## config.mk

```make
export PLATFORM = sky130hd
export DESIGN_NAME = nave_ctrl
export DESIGN_NICKNAME = d
export VERILOG_FILES = /design/src/rtl/nave_pkg.sv /design/src/rtl/nave_tick_gen.sv /design/src/rtl/nave_ctrl.sv
export SDC_FILE = /design/constraint.sdc
export NUM_CORES = 1
export LEC_CHECK = 0
export ABC_CLOCK_PERIOD_IN_PS = 2100
export BUFFER_PORTS_ARGS = -buffer_cell sky130_fd_sc_hd__buf_2
export CAP_MARGIN = 20
export CORE_AREA = 3 3 108 110
export DETAILED_ROUTE_END_ITERATION = 16
export DIE_AREA = 0 0 111 113
export MAX_ROUTING_LAYER = met4
export PLACE_DENSITY_LB_ADDON = 0.08
export RECOVER_POWER = 50
export SLEW_MARGIN = 20
export SYNTH_ARGS = -nofsm -noshare
export SYNTH_HDL_FRONTEND = slang
export SYNTH_SLANG_ARGS = --single-unit
```

## constraint.sdc

```tcl
create_clock -name CLOCK_50 -period 2.1 [get_ports CLOCK_50]
set_input_delay 0.21 -clock CLOCK_50 [delete_from_list [all_inputs] [get_ports CLOCK_50]]
set_output_delay 0.21 -clock CLOCK_50 [all_outputs]
set_load 0.01 [all_outputs]
```

## src/rtl/nave_pkg.sv

```systemverilog
// Shared types, constants and per-axis helper functions for the player-ship controller.
package nave_pkg;

  typedef enum logic [1:0] {
    ALIVE  = 2'd0,
    INVULN = 2'd1,
    DEAD   = 2'd2
  } nave_state_t;

  localparam int SCREEN_W = 640;
  localparam int SCREEN_H = 480;

  localparam int KEY_R = 0;
  localparam int KEY_L = 1;
  localparam int KEY_U = 2;
  localparam int KEY_D = 3;

  // Sums are widened to 11 bits so x+s can never wrap past the clamp.
  function automatic logic [9:0] axis_move(input logic [9:0] pos, input logic plus,
                                           input logic minus, input logic [9:0] s,
                                           input logic [9:0] lo, input logic [9:0] hi);
    logic [10:0] sum;
    logic [10:0] floor_s;
    logic [9:0]  r;
    sum     = {1'b0, pos} + {1'b0, s};
    floor_s = {1'b0, lo} + {1'b0, s};
    if (plus && !minus) begin
      if (sum > {1'b0, hi}) r = hi;
      else                  r = sum[9:0];
    end else if (minus && !plus) begin
      if ({1'b0, pos} < floor_s) r = lo;
      else                       r = pos - s;
    end else begin
      r = pos;
    end
    return r;
  endfunction

  function automatic logic [1:0] axis_dir(input logic plus, input logic minus);
    return {minus & ~plus, plus & ~minus};
  endfunction

  function automatic logic [9:0] accel_next(input logic [1:0] cur, input logic [1:0] prev,
                                            input logic [9:0] s, input logic [9:0] smax);
    logic [9:0] base;
    logic [9:0] r;
    if (cur == prev) base = s;
    else             base = 10'd1;
    if (cur == 2'b00)       r = 10'd1;
    else if (base >= smax)  r = smax;
    else                    r = base + 10'd1;
    return r;
  endfunction

endpackage

```

## src/rtl/nave_tick_gen.sv

```systemverilog
// Frame-tick divider: counts 0..TICK_DIV-1 while enabled, one-clock tick on wrap.
module tick_gen #(
  parameter int TICK_DIV = 833333
) (
  input  logic CLOCK_50,
  input  logic enable,
  input  logic clear,
  output logic tick
);

  localparam int CW = (TICK_DIV > 1) ? $clog2(TICK_DIV) : 1;
  localparam logic [CW-1:0] LAST = CW'(TICK_DIV - 1);

  logic [CW-1:0] cnt_r;

  // Divider counter, held while disabled.
  always_ff @(posedge CLOCK_50) begin
    if (clear) begin
      cnt_r <= '0;
    end else if (enable) begin
      if (cnt_r == LAST) cnt_r <= '0;
      else               cnt_r <= cnt_r + {{(CW-1){1'b0}}, 1'b1};
    end else begin
      cnt_r <= cnt_r;
    end
  end

  assign tick = enable && (cnt_r == LAST);

endmodule

```

## src/rtl/nave_ctrl.sv

```systemverilog
// Player-ship controller: movement, lives/invulnerability, game-over and shot pacing.
// Define NAVE_ACCEL_EN for per-axis ramped step instead of a constant SPEED step.
module nave_ctrl
  import nave_pkg::*;
#(
  parameter int WIDTH         = 30,
  parameter int HEIGHT        = 30,
  parameter int X_MIN         = 0,
  parameter int X_MAX         = SCREEN_W,
  parameter int Y_MIN         = 0,
  parameter int Y_MAX         = SCREEN_H,
  parameter int X_START       = 350,
  parameter int Y_START       = 420,
  parameter int SPEED         = 2,
  parameter int TICK_DIV      = 833333,
  parameter int LIVES         = 3,
  parameter int INV_TICKS     = 120,
  parameter int BLINK_TICKS   = 8,
  parameter int FIRE_COOLDOWN = 15
) (
  input  logic       CLOCK_50,
  input  logic       reset,
  input  logic [3:0] keysout,
  input  logic       disparar,
  input  logic       pausa,
  input  logic       reiniciarJogo,
  input  logic       bateu,
  output logic [9:0] largura_nave,
  output logic [9:0] altura_nave,
  output logic [9:0] x_nave,
  output logic [9:0] y_nave,
  output logic [2:0] vidas,
  output logic       invencivel,
  output logic       visivel,
  output logic       disparo,
  output logic       game_over
);

  localparam int IW = $clog2(INV_TICKS + 1);
  localparam int BW = $clog2(BLINK_TICKS + 1);
  localparam int FW = $clog2(FIRE_COOLDOWN + 1);

  localparam logic [9:0] XLO = 10'(X_MIN);
  localparam logic [9:0] XHI = 10'(X_MAX - WIDTH);
  localparam logic [9:0] YLO = 10'(Y_MIN);
  localparam logic [9:0] YHI = 10'(Y_MAX - HEIGHT);
  localparam logic [9:0] SPD = 10'(SPEED);

  nave_state_t   state_r;
  logic [9:0]    x_r, y_r;
  logic [2:0]    vidas_r;
  logic [IW-1:0] inv_cnt_r;
  logic [BW-1:0] blink_cnt_r;
  logic [FW-1:0] cool_r;
  logic          invencivel_r, visivel_r, disparo_r, game_over_r;

  logic          clear_s, tick_s, move_en_s, hit_s, hit_dead_s, fire_s;
  logic [9:0]    step_x_s, step_y_s, nx_s, ny_s;

  assign clear_s = !reset || reiniciarJogo;

  tick_gen #(.TICK_DIV(TICK_DIV)) u_tick (
    .CLOCK_50 (CLOCK_50),
    .enable   (!pausa),
    .clear    (clear_s),
    .tick     (tick_s)
  );

`ifdef NAVE_ACCEL_EN
  logic [9:0] sx_r, sy_r;
  logic [1:0] dx_r, dy_r;
  logic [1:0] cur_dx_s, cur_dy_s;

  // Ramped step: a fresh press, a reversal or a chord restarts at 1.
  always_comb begin
    cur_dx_s = axis_dir(keysout[KEY_R], keysout[KEY_L]);
    cur_dy_s = axis_dir(keysout[KEY_D], keysout[KEY_U]);
    if ((cur_dx_s != 2'b00) && (cur_dx_s == dx_r)) step_x_s = sx_r;
    else                                           step_x_s = 10'd1;
    if ((cur_dy_s != 2'b00) && (cur_dy_s == dy_r)) step_y_s = sy_r;
    else                                           step_y_s = 10'd1;
  end

  // Per-axis acceleration state, advanced on every movement tick.
  always_ff @(posedge CLOCK_50) begin
    if (clear_s) begin
      sx_r <= 10'd1;
      sy_r <= 10'd1;
      dx_r <= 2'b00;
      dy_r <= 2'b00;
    end else if (!pausa && move_en_s) begin
      sx_r <= accel_next(cur_dx_s, dx_r, sx_r, SPD);
      sy_r <= accel_next(cur_dy_s, dy_r, sy_r, SPD);
      dx_r <= cur_dx_s;
      dy_r <= cur_dy_s;
    end else begin
      sx_r <= sx_r;
      sy_r <= sy_r;
      dx_r <= dx_r;
      dy_r <= dy_r;
    end
  end
`else
  assign step_x_s = SPD;
  assign step_y_s = SPD;
`endif

  // Next-cycle decisions; movement always sees the pre-hit state.
  always_comb begin
    move_en_s  = tick_s && (state_r != DEAD);
    hit_s      = bateu && (state_r == ALIVE);
    hit_dead_s = hit_s && (vidas_r == 3'd1);
    fire_s     = disparar && (state_r != DEAD) && (cool_r == '0) && !hit_dead_s;
    nx_s       = axis_move(x_r, keysout[KEY_R], keysout[KEY_L], step_x_s, XLO, XHI);
    ny_s       = axis_move(y_r, keysout[KEY_D], keysout[KEY_U], step_y_s, YLO, YHI);
  end

  // Ship state, lives, invulnerability timing, position and fire pacing.
  always_ff @(posedge CLOCK_50) begin
    if (clear_s) begin
      state_r      <= ALIVE;
      x_r          <= 10'(X_START);
      y_r          <= 10'(Y_START);
      vidas_r      <= 3'(LIVES);
      inv_cnt_r    <= '0;
      blink_cnt_r  <= '0;
      cool_r       <= '0;
      invencivel_r <= 1'b0;
      visivel_r    <= 1'b1;
      disparo_r    <= 1'b0;
      game_over_r  <= 1'b0;
    end else if (pausa) begin
      disparo_r <= 1'b0;
    end else begin
      disparo_r <= fire_s;
      if (fire_s)                          cool_r <= FW'(FIRE_COOLDOWN);
      else if (tick_s && (cool_r != '0))   cool_r <= cool_r - FW'(1);
      else                                 cool_r <= cool_r;
      if (move_en_s) begin
        x_r <= nx_s;
        y_r <= ny_s;
      end else begin
        x_r <= x_r;
        y_r <= y_r;
      end
      case (state_r)
        ALIVE: begin
          if (hit_s) begin
            vidas_r <= vidas_r - 3'd1;
            if (hit_dead_s) begin
              state_r     <= DEAD;
              game_over_r <= 1'b1;
            end else begin
              state_r      <= INVULN;
              invencivel_r <= 1'b1;
              inv_cnt_r    <= IW'(INV_TICKS);
              blink_cnt_r  <= BW'(BLINK_TICKS);
            end
          end
        end
        INVULN: begin
          if (tick_s) begin
            if (inv_cnt_r == IW'(1)) begin
              state_r      <= ALIVE;
              invencivel_r <= 1'b0;
              visivel_r    <= 1'b1;
              inv_cnt_r    <= '0;
            end else begin
              inv_cnt_r <= inv_cnt_r - IW'(1);
              if (blink_cnt_r == BW'(1)) begin
                visivel_r   <= ~visivel_r;
                blink_cnt_r <= BW'(BLINK_TICKS);
              end else begin
                blink_cnt_r <= blink_cnt_r - BW'(1);
              end
            end
          end
        end
        DEAD: begin
          visivel_r    <= 1'b1;
          invencivel_r <= 1'b0;
        end
        default: begin
          state_r <= ALIVE;
        end
      endcase
    end
  end

  assign largura_nave = 10'(WIDTH);
  assign altura_nave  = 10'(HEIGHT);
  assign x_nave       = x_r;
  assign y_nave       = y_r;
  assign vidas        = vidas_r;
  assign invencivel   = invencivel_r;
  assign visivel      = visivel_r;
  assign disparo      = disparo_r;
  assign game_over    = game_over_r;

endmodule

```

# == Yosys cells after proc, flatten, opt, wreduce, memory -nomap -nowiden ==
# Cells that the tools add are included.
# totals
reg_bits,64
in_bits,10
out_inout_bits,47
word_cells,117
# classes
add_sub_neg,9
order_cmp,4
eq_ne,13
n_mux,36
bitwise,3
n_reduce_logical,40
# op_table
op,n
10-bit two-way mux,8
4-bit two-way mux,7
7-bit two-way mux,4
"10-bit by 2-bit adder with 11-bit output, second input constant",2
"20-bit by 1-bit adder with 20-bit output, second input constant",1
"20-bit equality test, second input constant",1
"10-bit by 2-bit less-than comparator with 1-bit output, second input constant",2
20-bit two-way mux,1
"10-bit by 2-bit subtractor with 10-bit output, second input constant",2
7-bit case mux with 2 select lines,1
1-bit logical AND,12
"2-bit inequality test, second input constant",6
6-bit AND reduction,2
"11-bit by 10-bit > comparator with 1-bit output, second input constant",1
"11-bit by 9-bit > comparator with 1-bit output, second input constant",1
5-bit AND reduction,2
2-bit nonzero test,5
3-bit AND reduction,3
2-bit two-way mux,4
4-bit case mux with 2 select lines,1
4-bit AND reduction,2
"4-bit by 1-bit subtractor with 4-bit output, second input constant",2
"7-bit by 1-bit equality test with 1-bit output, second input constant",1
1-bit logical NOT,7
19 further kinds,27

# == Longest topological paths before layout ==
# Gate-level depths: netlist of run 1.
# depth
depth_word,7
mapped_depth,9
ltp_nobuf,8

# == Hierarchy ==
# A second synthesis of run 1 with hierarchy kept.
# hier_totals
cells_unflattened,540
area_unflattened_um2,4244.1
# modules_own_cells
mod,instances,cells_each,area_per_inst_um2,seq_area_each_um2
nave_ctrl,1,424,3196.8,840.8
tick_gen,1,116,1047.3,400.4

# == Worst setup path before layout of run 1 ==
# Ideal clock, no wire load.
# synth_timing
path_kind,register to register
from,reg x_r[1] (netlist: x_nave[1])
to,reg x_r[5] (netlist: x_nave[5])
arrival_time_ns,2.020
t_required_ns,1.985
path_slack_ns,-0.035
path_stages_with_launch,8
n_path_buf,1
path_cell_list,dfxtp_1 -> buf_6 -> or4_4 -> o41ai_4 -> nor3_2 -> o31ai_2 -> nand2_1 -> o21ba_1
# synth_between
elab_chain_cells,4
elab_cells_between_ends,8
# synth_lines
element,line,rtl
start: declaration,nave_ctrl.sv:50,"logic [9:0] x_r, y_r;"
start signal: assignment,nave_ctrl.sv:122,x_r <= 10'(X_START);
start signal: assignment,nave_ctrl.sv:140,x_r <= nx_s;
start signal: assignment,nave_ctrl.sv:143,x_r <= x_r;
10-bit by 2-bit adder with 11-bit output (tied with other cells),nave_pkg.sv:25,"sum = {1'b0, pos} + {1'b0, s};"
11-bit by 10-bit > comparator with 1-bit output / 10-bit two-way mux (equally long branches),"nave_pkg.sv:28, nave_pkg.sv:31",
10-bit two-way mux (on tied branches),"nave_pkg.sv:28, nave_pkg.sv:30",
10-bit two-way mux *,nave_pkg.sv:27,if (plus && !minus) begin
# Every way passes the cells marked *; elsewhere a longest branch is shown, timed or not. The select of a mux whose other input is x is not followed.
# A chain may end at the register's enable or synchronous reset.

# == Final worst setup path of run 1 ==
# layout_timing
from,reg u_tick.cnt_r[11]
to,reg y_r[1] (netlist: y_nave[1])
# layout_between
elab_chain_cells,4
# layout_lines
element,line,rtl
start: declaration,nave_tick_gen.sv:14,logic [CW-1:0] cnt_r;
start signal: assignment,nave_tick_gen.sv:22,"else cnt_r <= cnt_r + {{(CW-1){1'b0}}, 1'b1};"
start signal: assignment,nave_tick_gen.sv:24,cnt_r <= cnt_r;
20-bit equality test,nave_tick_gen.sv:28,assign tick = enable && (cnt_r == LAST);
1-bit logical AND,nave_tick_gen.sv:28,
1-bit logical AND,nave_ctrl.sv:110,move_en_s = tick_s && (state_r != DEAD);
3-bit AND reduction (no line),--,
end signal: assignment,nave_ctrl.sv:123,y_r <= 10'(Y_START);
end signal: assignment,nave_ctrl.sv:141,y_r <= ny_s;
end signal: assignment,nave_ctrl.sv:144,y_r <= y_r;
end: declaration,nave_ctrl.sv:50,
# No other way between the ends.

==> flow_metrics.py, run 1 <==
metrics = {
    "status": {
        "run_status": "finished, final reports clean",
    },
    "layout": {
        "fin_nets": 685,
        "fin_util": 0.497,
        "drive_gt1_frac": 0.234,
        "finalNonFillerCells": 801,
        "diodes": 0,
        "area_growth_syn_to_layout_pct": 24.0,
    },
    "floorplanning": {
        "core_area_sq_um": 10800,
        "initial_core_util": 0.400,
        "ioPinCount": 57,
        "rows": 38,
        "die-area_sq_um": 12500,
        "die_h_um": 113,
        "die_width_um": 111,
    },
    "yosys": {
        "synth_ff_type": "dfxtp_1",
        "netlist_instances": 561,
        "synth.cell_area_sq_um": 4320,
        "ys_ff_latch": 62,
        "synthArstFlopShare": 0,
        "yosysSeqAreaShare": 0.287,
        "synth_edf_count": 0,
        "ys_types": 71,
        "synth_area_leaders": "dfxtp_1 29%, ha_1 5.5%, nor2_1 5.2%",
        "synth_warnings": 0,
        "synth_top_area_share": 0.287,
        "syn_avg_cell_area_sq_um": 7.70,
        "synth_top_area_cell": "dfxtp_1",
    },
    "critical_path": {
        "critPathLaunchType": "register",
        "path_buf_inv": 1,
        "arrival_ps": 2380,
        "crit_chain": "nand4bb_1, or4_1, or4_4, nor3_4, buf_6, a21boi_2, o221a_1",
        "max_stage_delay_ps": 480,
        "cp_num_cells": 7,
        "crit_required_ps": 2400,
        "crit_path_max_fanout": 5,
        "cp_slowest_cell": "or4_4",
        "path_class": "reg -> reg",
        "path_delay_family": "simple AND/OR/NAND/NOR gates",
        "end_kind": "register",
        "rr_worst_depth": 7,
    },
    "drt": {
        "post-route-drc-count": 0,
        "drt_first_iter_violations": 219,
        "post_drt_wl_per_cell_um": 14.4,
        "vias": 4339,
        "dr.pass1.iters": 5,
        "ant_nets": 0,
        "via_per_inst": 5.42,
        "wl_um": 11600,
    },
    "pwr": {
        "p_leak_nw": 2.10,
        "pwr_density_cell_nw_per_um2": 455,
        "vdd_drop_max_uv": 270,
    },
    "placement": {
        "port_buffers": 34,
        "dpl_worst_slack_ps": -90.6,
        "dpl.hpwl_um": 8580,
        "gp_congestion": 0.887,
        "placed_cells": 779,
    },
    "clock_network": {
        "ctsHoldBuffers": 0,
        "cts.clk_slew.worst_paths_ps": 70,
        "cts_tree": "yes",
        "cts_buffer_depth": 2,
        "cts_max_level": 3,
        "insertion_delay_ps": 350,
        "clock-sinks": 62,
        "cts_root_buf": "clkbuf_8",
        "numCtsBuffers": 9,
    },
    "min_path": {
        "hold_depth": 3,
        "hp-class": "in -> reg",
    },
    "grt": {
        "grt_pass1_vias": 4206,
        "antenna_found_initial": 0,
        "grt_max_degree": 23,
        "grt_pass1_wl_um": 19600,
        "track_usage": 0.191,
        "grt.overflow.total": 0,
    },
    "timing": {
        "finalCritPeriodShare": 0.992,
        "finalHoldViolations": 0,
        "maxSlewViolCount": 0,
        "slew_headroom": 0.531,
        "setup-tns-final_ps": 0,
        "rsz0062_at_grt": "true",
        "worst_slack_ps": 16.7,
        "fmax_ghz": 0.480,
        "finalSetupViolCount": 0,
        "worst_pin_slew_ps": 703,
        "skew_ps": 11.5,
        "final.min_clock_period_ps": 2080,
    },
    "flow_run": {
        "drv_cap": 0,
    },
}
[flip-flops by register name (all words and copies together), names as in the netlist]
register,cells
vidas,3
visivel,1
state_r,2
inv_cnt_r,7
u_tick.cnt_r,20
x_nave,9
disparo,1
cool_r,4
game_over,1
blink_cnt_r,4
y_nave,9
invencivel,1
[power by group]
group	leakage, nW	internal (mW)	switching (mW)
clock	0.0954	0.522	0.489
sequential	0.502	1.19	0.00976
combinational	1.50	0.0845	0.146
[worst register-to-register path: stages, from the launching register on]
cell,delay (ps)
dfxtp_2,340
nand4bb_1,170
or4_1,410
or4_4,480
nor3_4,160
buf_6,140
a21boi_2,160
o221a_1,180
[kinds of logic (layout without fill, tap and decap cells)]
logic type	after synthesis	count (layout)	synth area share
xor gates and xnor gates	23	23	0.0466
DFF	62	62	0.287
and+or+nand+nor	234	234	0.294
adders and majority gates	19	19	0.0550
muxes	10	10	0.0237
other	2	22	0.00174
AOI/OAI and AO/OA	125	125	0.194
buffers and inverters	86	166	0.0982
[Yosys cell counts (3+ instances only)]
library cell / n
mux2i_1: 8
or4_1: 4
nand4bb_1: 3
o2111ai_1: 3
a31oi_1: 6
a311oi_1: 3
nand4b_1: 3
o22ai_1: 6
buf_4: 22
xor2_1: 11
nand2b_1: 6
and2_1: 8
o32a_1: 4
ha_1: 19
a211oi_1: 6
nor3_1: 28
inv_1: 33
nor4_1: 5
nand3_1: 26
xnor2_1: 12
nand2_1: 36
o211ai_1: 5
nand4_1: 8
or3_1: 14
nor2b_1: 4
o21ai_0: 33
and3_1: 6
nor2_1: 60
a21oi_1: 29
a21o_1: 4
and4_1: 4
clkbuf_1: 24
dfxtp_1: 62
[metal layers]
layer,up-vias,track usage,share of wire
met5,-,-,0
met4,0,0.0673,0.019
met3,16,0.0444,0.039
met2,93,0.306,0.47
met1,2066,0.238,0.47
li1,2164,-,-
[placed cells by master (no fill, tap or decap), types with 6 or more instances in the layout]
cell and instances:
nand4_1 8, clkbuf_1 23, nor3_1 24, nand3_1 24
xor2_1 11, xnor2_1 12, and3_1 6, buf_2 23
or3_1 13, nand2b_1 6, and2_1 7, clkbuf_8 12
dfxtp_1 57, o21ai_0 29, nor2_1 60, ha_1 17
a21oi_1 25, inv_1 32, buf_4 68, nand2_1 36
a211oi_1 6, mux2i_1 8, conb_1 22
[layout make-up]
| type | count | area [sq um] |
|---|---|---|
| fillers | 1107 | 5430 |
| well taps | 140 | 175 |
| clock inverters | 3 | 17.5 |
| inverters | 34 | 128 |
| multi-input cells | 433 | 2880 |
| clock buffers | 13 | 169 |
| flip-flops and latches | 62 | 1250 |
| repair buffers | 116 | 742 |
[per-stage QoR]
| stage | power (mW) | hold slack [ps] | instance area [sq um] |
|---|---|---|---|
| final | 2.44 | 212 | 5360 |
| after floorplan | 1.40 | 355 | 4400 |
| after global placement | 1.44 | 473 | 5030 |
| after CTS | 2.46 | 163 | 5260 |
| after global routing | 2.55 | 204 | 5360 |
| after detailed placement | 1.45 | 469 | 5030 |
[final timing paths]
kind	startpoint	endpoint	slack, ps
worst max register to register	u_tick.cnt_r[11]	y_nave[1]	20
worst max-delay path	u_tick.cnt_r[11]	y_nave[1]	20
worst min-delay path	disparar	disparo	210
worst min register to register	game_over	game_over	480
[repair_timing]
item                                    4_1_cts  5_1_grt
endpoints found under the setup margin       12       31
gates resized for setup                      10       34
buffers inserted                              3        3
pin swaps                                     1       10
No activity file was read; power rests on OpenSTA's default activity.
==> run 2, diff against run 1 <==
- ABC_AREA: unset -> 1
- CORE_AREA: 3 3 108 110 -> 3 3 109 111
- DIE_AREA: 0 0 111 113 -> 0 0 112 114
==> flow_metrics.py, run 2 <==
metrics = {
    "yosys": {
        "synth_ff_type": "dfxtp_1",
        "synthArstFlopShare": 0,
        "synth_top_area_share": 0.283,
        "ys_ff_latch": 62,
        "yosysMostFrequentCell": "nand2_1",
        "syn_avg_cell_area_sq_um": 6.63,
        "synth_edf_count": 0,
        "synth_common_cells": "140 x nand2_1, 85 x inv_1, 80 x nor2_1",
        "ys_types": 51,
        "synth.cell_area_sq_um": 4380,
        "synth_top_area_cell": "dfxtp_1",
        "netlist_instances": 661,
        "synth_warnings": 0,
        "yosysSeqAreaShare": 0.283,
        "synth_area_leaders": "dfxtp_1 28%, nand2_1 12%, inv_1 7.3%",
    },
    "critical_path": {
        "end_kind": "register",
        "cp_slowest_cell": "dfxtp_1",
        "arrival_ps": 2190,
        "critPathLaunchType": "register",
        "rr_endpoint": "inv_cnt_r[6]",
        "crit_path_max_fanout": 9,
        "cp_num_cells": 9,
        "path_delay_family": "compound AO/OA/AOI/OAI gates",
        "rr_worst_depth": 9,
        "crit_required_ps": 2370,
        "r2r_setup_slack_ps": 180,
        "cp-endpoint": "inv_cnt_r[6]",
        "cp-startpoint": "state_r[1]",
        "crit_chain": "inv_1, ha_1, nand4_1, o21ai_0, nor3_4, buf_4, nand2_2, o21bai_1, a21oi_1",
        "path_buf_inv": 2,
        "path_class": "reg -> reg",
        "r2r_start": "state_r[1]",
        "max_stage_delay_ps": 360,
    },
    "placement": {
        "gp_congestion": 0.936,
        "placed_cells": 834,
        "port_buffers": 34,
        "dpl.hpwl_um": 8280,
    },
    "layout": {
        "area_growth_syn_to_layout_pct": 9.20,
        "drive_gt1_frac": 0.0900,
        "regMostFlops": "u_tick.cnt_r",
        "final_common_cell": "nand2_1",
        "finalNonFillerCells": 851,
        "final_cell_mix": "141 x nand2_1, 85 x inv_1, 80 x nor2_1",
        "fin_nets": 737,
        "largest_reg_flops": 20,
        "diodes": 0,
    },
    "timing": {
        "fmax_ghz": 0.522,
        "finalHoldViolations": 0,
        "finalCritPeriodShare": 0.913,
        "maxSlewViolCount": 0,
        "skew_ps": 6.76,
        "finalSetupViolCount": 0,
        "holdWs_ps": 227,
        "final.min_clock_period_ps": 1920,
    },
    "drt": {
        "dr.pass1.iters": 4,
        "drt_first_iter_violations": 332,
        "vias": 4179,
        "via_per_inst": 4.91,
        "post_drt_wl_per_cell_um": 12.9,
        "wl_um": 11000,
        "post-route-drc-count": 0,
        "ant_nets": 0,
    },
    "grt": {
        "grt_max_degree": 24,
        "grt_pass1_vias": 3909,
        "grt.overflow.total": 0,
        "grt_pass1_wl_um": 18700,
        "antenna_found_initial": 0,
        "track_usage": 0.184,
    },
    "clock_network": {
        "cts.clk_slew.worst_paths_ps": 60,
        "ctsHoldBuffers": 0,
        "cts_buffer_depth": 2,
        "insertion_delay_ps": 340,
        "numCtsBuffers": 9,
        "cts_max_level": 3,
        "cts_root_buf": "clkbuf_8",
        "cts_tree": "yes",
        "clock-sinks": 62,
    },
    "floorplanning": {
        "rows": 38,
        "initial_core_util": 0.402,
        "ioPinCount": 57,
        "core_area_sq_um": 10900,
        "die-area_sq_um": 12800,
        "die_width_um": 112,
        "die_h_um": 114,
    },
    "pwr": {
        "vdd_drop_max_uv": 209,
        "pwr_density_cell_nw_per_um2": 496,
        "p_total_mw": 2.37,
        "p_leak_nw": 2.05,
    },
    "flow_run": {
        "drv_cap": 0,
    },
    "min_path": {
        "min_from": "pausa",
        "hp-class": "in -> reg",
    },
    "status": {
        "run_status": "finished, final reports clean",
    },
}
[run 2: final cells by class]
cell class	count	area, sq um
fill	1152	6110
multi-input combinational	497	2640
sequential	62	1240
inverter	90	339
timing repair buffer	48	234
tap	140	175
clock buffer	12	145
clock inverter	2	10.0
[run 2: worst min path at each step]
stage / endpoint / depth (start not counted)
after floorplan: inv_cnt_r[0] / 3
final: u_tick.cnt_r[1] / 2
after detailed placement: blink_cnt_r[1] / 2
after global placement: blink_cnt_r[1] / 2
after global routing: u_tick.cnt_r[1] / 2
after CTS: u_tick.cnt_r[1] / 2
[run 2: power breakdown]
group          switching (mW)  total [mW]  internal (mW)
Clock                   0.455       0.899          0.444
Sequential             0.0143        1.21           1.19
Combinational           0.176       0.266         0.0900
Total                   0.645        2.37           1.73
[run 2: cells by family (layout without fill, tap and decap cells)]
| logic type | count (synthesis) | after routing | synth area share |
|---|---|---|---|
| fa+ha+maj | 19 | 19 | 0.0543 |
| compound gates | 101 | 101 | 0.129 |
| simple gates | 332 | 332 | 0.355 |
| other cells | 2 | 22 | 0.00171 |
| xor+xnor | 23 | 23 | 0.0460 |
| flops | 62 | 62 | 0.283 |
| buf+inv | 122 | 152 | 0.131 |
[run 2: timing repair]
item | 4_1_cts | 5_1_grt
endpoints found under the setup margin | 0 | 13
buffers inserted | 0 | 3
hold endpoints to repair | 0 | 0
gates resized for setup | 0 | 4
[run 2: metal layers]
| metal | part of all wire | global-route usage | vias to the layer above |
|---|---|---|---|
| li1 | - | - | 2205 |
| met1 | 0.49 | 0.242 | 1900 |
| met2 | 0.47 | 0.288 | 68 |
| met3 | 0.040 | 0.0329 | 6 |
| met4 | 0.0083 | 0.0593 | 0 |
| met5 | 0 | - | - |
[run 2: worst register-to-register path: stages (launching register included)]
cell and delay [ps]:
dfxtp_1 360, inv_1 90, ha_1 240, nand4_1 150, o21ai_0 180, nor3_4 200, buf_4 180, nand2_2 130
o21bai_1 200, a21oi_1 120
[run 2: metrics by stage]
| step | utilization | TNS, ps | worst slack, ps | instance area (sq um) |
|---|---|---|---|---|
| floorplan | - | 0 | 399 | 4450 |
| global placement | 0.427 | 0 | 237 | 4650 |
| global route | 0.439 | -2.25 | -1.85 | 4780 |
| detailed placement | 0.427 | 0 | 96.8 | 4650 |
| CTS | 0.441 | 0 | 61.5 | 4800 |
| finish | 0.439 | 0 | 183 | 4780 |
